<file path="src/rtl/mc_control.sv">
// mc_control: multi-cycle control FSM for the RISC-V core.
// Sequences fetch/decode/execute/memory/write-back for the supported
// subset. It waits on mem_ready in memory states and traps on
// unsupported encodings.
module mc_control (
   input  logic        clk,
   input  logic        rst,
   input  logic [31:0] instr,
   input  logic        EQ,
   input  logic        mem_ready,
   output logic [2:0]  ALUctrl,
   output logic [1:0]  ALUSrcA,
   output logic [1:0]  ALUSrcB,
   output logic [1:0]  ImmSrc,
   output logic [1:0]  ResultSrc,
   output logic        AdrSrc,
   output logic        PCWrite,
   output logic        IRWrite,
   output logic        RegWrite,
   output logic        MemWrite,
   output logic        retire,
   output logic        illegal
);

   typedef enum logic [3:0] {
      S_FETCH, S_DECODE, S_EXEC_R, S_EXEC_I, S_ALU_WB, S_MEM_ADDR,
      S_MEM_READ, S_MEM_WB, S_MEM_WRITE, S_BRANCH, S_TRAP
   } state_t;

   localparam logic [6:0] OP_R    = 7'b0110011;
   localparam logic [6:0] OP_IMM  = 7'b0010011;
   localparam logic [6:0] OP_LOAD = 7'b0000011;
   localparam logic [6:0] OP_STOR = 7'b0100011;
   localparam logic [6:0] OP_BR   = 7'b1100011;

   state_t      state_q;
   logic        bne_q;      // branch sense captured in DECODE

   logic [6:0]  opcode;
   logic [2:0]  funct3;
   logic [6:0]  funct7;
   logic        unused_bits;

   assign opcode      = instr[6:0];
   assign funct3      = instr[14:12];
   assign funct7      = instr[31:25];
   assign unused_bits = ^{instr[24:15], instr[11:7]};

   // Only add/sub/and/or/slt are accepted among R-type encodings.
   function automatic logic r_legal(input logic [6:0] f7, input logic [2:0] f3);
      logic ok;
      ok = 1'b0;
      if (f7 == 7'b0000000)
         ok = (f3 == 3'b000) || (f3 == 3'b111) || (f3 == 3'b110) || (f3 == 3'b010);
      else if (f7 == 7'b0100000)
         ok = (f3 == 3'b000);
      return ok;
   endfunction

   // ALU operation for a legal R-type instruction.
   function automatic logic [2:0] r_alu(input logic [6:0] f7, input logic [2:0] f3);
      logic [2:0] op;
      op = 3'b000;
      case (f3)
         3'b000:  op = (f7 == 7'b0100000) ? 3'b001 : 3'b000;
         3'b111:  op = 3'b010;
         3'b110:  op = 3'b011;
         3'b010:  op = 3'b101;
         default: op = 3'b000;
      endcase
      return op;
   endfunction

   // State sequencing; reset restarts at FETCH and is the only exit from TRAP.
   always_ff @(posedge clk or posedge rst) begin
      if (rst) begin
         state_q <= S_FETCH;
         bne_q   <= 1'b0;
      end else begin
         case (state_q)
            S_FETCH:     if (mem_ready) state_q <= S_DECODE;
            S_DECODE: begin
               bne_q <= funct3[0];
               if (opcode == OP_R && r_legal(funct7, funct3))
                  state_q <= S_EXEC_R;
               else if (opcode == OP_IMM && funct3 == 3'b000)
                  state_q <= S_EXEC_I;
               else if ((opcode == OP_LOAD || opcode == OP_STOR) && funct3 == 3'b010)
                  state_q <= S_MEM_ADDR;
               else if (opcode == OP_BR && (funct3 == 3'b000 || funct3 == 3'b001))
                  state_q <= S_BRANCH;
               else
                  state_q <= S_TRAP;
            end
            S_EXEC_R:    state_q <= S_ALU_WB;
            S_EXEC_I:    state_q <= S_ALU_WB;
            S_ALU_WB:    state_q <= S_FETCH;
            S_MEM_ADDR:  state_q <= (opcode == OP_LOAD) ? S_MEM_READ : S_MEM_WRITE;
            S_MEM_READ:  if (mem_ready) state_q <= S_MEM_WB;
            S_MEM_WB:    state_q <= S_FETCH;
            S_MEM_WRITE: if (mem_ready) state_q <= S_FETCH;
            S_BRANCH:    state_q <= S_FETCH;
            S_TRAP:      state_q <= S_TRAP;
            default:     state_q <= S_FETCH;
         endcase
      end
   end

   // Moore output decode; write enables are forced low while reset is held.
   always_comb begin
      ALUctrl   = 3'b000;
      ALUSrcA   = 2'b00;
      ALUSrcB   = 2'b00;
      ImmSrc    = 2'b00;
      ResultSrc = 2'b00;
      AdrSrc    = 1'b0;
      PCWrite   = 1'b0;
      IRWrite   = 1'b0;
      RegWrite  = 1'b0;
      MemWrite  = 1'b0;
      retire    = 1'b0;
      illegal   = 1'b0;
      case (state_q)
         S_FETCH: begin
            ALUSrcB   = 2'b10;
            ResultSrc = 2'b10;
            IRWrite   = mem_ready;
            PCWrite   = mem_ready;
         end
         S_DECODE: begin
            ALUSrcA = 2'b01;
            ALUSrcB = 2'b01;
            ImmSrc  = 2'b10;
         end
         S_EXEC_R: begin
            ALUSrcA = 2'b10;
            ALUctrl = r_alu(funct7, funct3);
         end
         S_EXEC_I: begin
            ALUSrcA = 2'b10;
            ALUSrcB = 2'b01;
         end
         S_ALU_WB: begin
            RegWrite = 1'b1;
            retire   = 1'b1;
         end
         S_MEM_ADDR: begin
            ALUSrcA = 2'b10;
            ALUSrcB = 2'b01;
            ImmSrc  = (opcode == OP_LOAD) ? 2'b00 : 2'b01;
         end
         S_MEM_READ: AdrSrc = 1'b1;
         S_MEM_WB: begin
            ResultSrc = 2'b01;
            RegWrite  = 1'b1;
            retire    = 1'b1;
         end
         S_MEM_WRITE: begin
            AdrSrc   = 1'b1;
            MemWrite = 1'b1;
            retire   = mem_ready;
         end
         S_BRANCH: begin
            ALUSrcA = 2'b10;
            ALUctrl = 3'b001;
            PCWrite = bne_q ? ~EQ : EQ;
            retire  = 1'b1;
         end
         S_TRAP:  illegal = 1'b1;
         default: illegal = 1'b0;
      endcase
      if (rst) begin
         PCWrite  = 1'b0;
         IRWrite  = 1'b0;
         RegWrite = 1'b0;
         MemWrite = 1'b0;
         retire   = 1'b0;
         illegal  = 1'b0;
      end
   end

endmodule

</file>
<file path="config.mk">
export PLATFORM = sky130hd
export DESIGN_NAME = mc_control
export DESIGN_NICKNAME = d
export VERILOG_FILES = /design/src/rtl/mc_control.sv
export SDC_FILE = /design/constraint.sdc
export NUM_CORES = 1
export LEC_CHECK = 0
export CAP_MARGIN = 20
export CORE_MARGIN = 2
export CORE_UTILIZATION = 30
export CTS_CLUSTER_DIAMETER = 40
export DETAILED_ROUTE_END_ITERATION = 7
export DONT_BUFFER_PORTS = 1
export GPL_ROUTABILITY_DRIVEN = 0
export GPL_TIMING_DRIVEN = 1
export SLEW_MARGIN = 20
export SYNTH_ARGS = -nofsm -noshare
export SYNTH_HDL_FRONTEND = slang
export SYNTH_SLANG_ARGS = --single-unit
</file>
<file path="constraint.sdc">
create_clock -name clk -period 2.4 [get_ports clk]
set_input_delay 0.36 -clock clk [delete_from_list [all_inputs] [get_ports clk]]
set_output_delay 0.36 -clock clk [all_outputs]
set_load 0.01 [all_outputs]
</file>
==> impl_metrics.toml <==
[floorplanning]
core_um2 = 2190
dieArea_um2 = 2680
ios = 54
die_y_um = 51.8
initial_core_util_pct = 31.3
rows = 17
die_x_um = 51.8

[setup_path]
crit_buf_inv = 0
r2r-start = "state_q[0]"
required_ns = 2.04
endpoint_kind = "primary output"
worstReg2RegEnd = "bne_q"
cp.arrival_ns = 1.70
rr_worst_depth = 4
cpLargestDelayFamily = "simple AND/OR/NAND/NOR gates"
cpMaxStageDelayCell = "nor4_1"
cp-start-kind = "flip-flop"
crit_chain = "nor4_1 > and3_1"
crit_type = "flip-flop to primary output"
max_stage_delay_ns = 0.59
rrSetupSlack_ns = 0.63
crit_fanout = 18

[layout]
antenna_cells = 0
drive_gt1_share_pct = 10.4
regArea_um2 = 125
final_util_pct = 34.2
nFillCells = 252
syn_to_final_growth_pct = 9.31
fin_cells = 124
multi_input_area_um2 = 515
nets = 133

[synthesis]
synth_edf_count = 0
synth-main-ff-cell = "dfrtp_1"
synth.avg_cell_area_um2 = 7.14
synth-async-reset-ratio_pct = 100
ys_seq_area_share_pct = 18.2
ys_warn_count = 0
yosysUniqueCellTypes = 38
synth_area_um2 = 686
synthCells = 96
synth-seq-cells = 5
syn_nets = 132

[detailed_routing]
wl_per_cell_um = 14.5
ant_nets = 0
drc = 0
routed_wl_mm = 1.80
drt_iter0_drc = 6
viasPerCell = 5.81
dr.pass1.iters = 3
num_vias = 721

[clock_tree]
cts_resized = 0
cts_tree = "done"
clk_pin_slew_ns = 0.04
hold_buffers = 1
cts_max_level = 1
clock_sinks = 5
insertion_delay_ns = 0.24
clock-root-buffer = "clkbuf_4"
clock_path_buffers = 2
post_cts_buffers = 0
cts_buffers = 3

[min_path]
hold_end = "bne_q"
hp-class = "input pin to flip-flop"
hp-start = "instr[12]"
min_path_cells = 1

[global_route]
grt_pass1_vias = 687
grt_usage_pct = 14.4
grt_antenna_before_repair = 0
grt_overflow = 0
grt_pass1_wl_mm = 2.96
grt_max_degree = 21

[placement]
dp_cells = 119
portBuffers = 0
hpwlAfterDp_mm = 1.39

[pwr]
power_density_nw_per_um2 = 1010
peakVddDrop_uv = 427
leakagePower_nw = 0.266

[timing]
fmax_mhz = 485
finalCritPeriodShare_pct = 85.8
setup_viol = 0
hold_violations = 0
whs_ns = 0.273
skew_ns = 0.00378
drv_slew = 0
rsz0062_at_grt = "false"
slew_headroom_pct = 60.2
worstMarginPinSlew_ns = 0.592
fin_crit_ns = 2.06
tns_ns = 0

[job]
maxCapViolations = 0

[run_status]
status = "finished clean"
cell families (layout without fill, tap and decap cells):
| kind of cell | Yosys count | after routing | synth area share, % |
|---|---|---|---|
| DFF | 5 | 5 | 18.2 |
| and+or+nand+nor | 52 | 52 | 43.1 |
| xor gates and xnor gates | 2 | 2 | 2.56 |
| muxes | 3 | 3 | 4.56 |
| buffers and inverters | 12 | 12 | 6.57 |
| AOI/OAI and AO/OA | 22 | 22 | 25.0 |
worst register-to-register path, cell delays in order (launching register included):
cell and delay [ns]:
dfrtp_1 0.68, nand2b_1 0.28, nor3_1 0.20, buf_4 0.17
mux2_2 0.32
cells in the final DEF, fill, tap and decap left out, types with 2 or more instances in the layout:
cell / netlist / layout
nor2_1: 12 / 12
nand2b_1: 7 / 7
nor4_1: 6 / 6
nor3_1: 6 / 6
a21oi_1: 6 / 6
nand2_1: 5 / 5
dfrtp_1: 5 / 5
inv_1: 4 / 4
nand3b_1: 3 / 3
clkbuf_4: 0 / 3
buf_4: 0 / 3
mux2i_1: 2 / 2
o32ai_1: 2 / 2
nand3_1: 2 / 2
nor2b_1: 2 / 2
o21ai_1: 2 / 2
nor3b_1: 2 / 2
a31oi_1: 2 / 2
through the flow:
step	cell area, um^2	power, mW	worst slack [ns]
6_report	749	0.758	0.340
3_5_place_dp	713	0.662	0.605
2_1_floorplan	686	0.574	0.702
3_3_place_gp	713	0.653	0.629
5_1_grt	749	0.830	0.242
4_1_cts	749	0.763	0.342
layout make-up:
class	instances	area share [%]
Multi-Input combinational cell	79	68.8
Clock buffer	4	3.51
Inverter	4	2.00
Timing Repair Buffer	4	4.34
Sequential cell	5	16.7
Tap cell	28	4.67
synth_stat cells (2+ instances only):
| master | count | share of area (%) |
|---|---|---|
| inv_1 | 4 | 2.2 |
| nand2_1 | 5 | 2.7 |
| a31oi_1 | 2 | 1.8 |
| clkbuf_1 | 6 | 3.3 |
| dfrtp_1 | 5 | 18 |
| nor2b_1 | 2 | 1.8 |
| o21ai_1 | 2 | 1.5 |
| nand3b_1 | 3 | 3.3 |
| nor4_1 | 6 | 5.5 |
| nand2b_1 | 7 | 6.4 |
| nor3b_1 | 2 | 2.2 |
| buf_1 | 2 | 1.1 |
| o32ai_1 | 2 | 2.6 |
| mux2i_1 | 2 | 2.9 |
| nor3_1 | 6 | 4.4 |
| nand3_1 | 2 | 1.5 |
| a21oi_1 | 6 | 4.4 |
| nor2_1 | 12 | 6.6 |
registers in the layout (all words and copies together) (netlist names):
| signal | count |
|---|---|
| state_q | 4 |
| bne_q | 1 |
how the worst max path moves through the flow:
| stage | start | end | slack (ns) | cells past startpoint |
|---|---|---|---|---|
| 2_1_floorplan | state_q[1] | IRWrite | 0.70 | 3 |
| 3_3_place_gp | state_q[0] | IRWrite | 0.63 | 2 |
| 3_5_place_dp | state_q[0] | IRWrite | 0.60 | 2 |
| 4_1_cts | state_q[0] | IRWrite | 0.34 | 2 |
| 5_1_grt | state_q[0] | IRWrite | 0.24 | 2 |
| 6_report | state_q[0] | IRWrite | 0.34 | 2 |
metal layers:
metal  track usage, %  wire [um]  vias up
met5                0          0        -
li1                 -          -      361
met2             22.4        741       40
met3             7.76        213        0
met4             2.19          0        0
met1             17.9        846      320
report_power, final:
| part | internal (mW) | switching (mW) |
|---|---|---|
| Sequential | 0.119 | 0.0792 |
| Combinational | 0.192 | 0.273 |
| Clock | 0.0627 | 0.0322 |
Power figures use the tool's default switching activity.
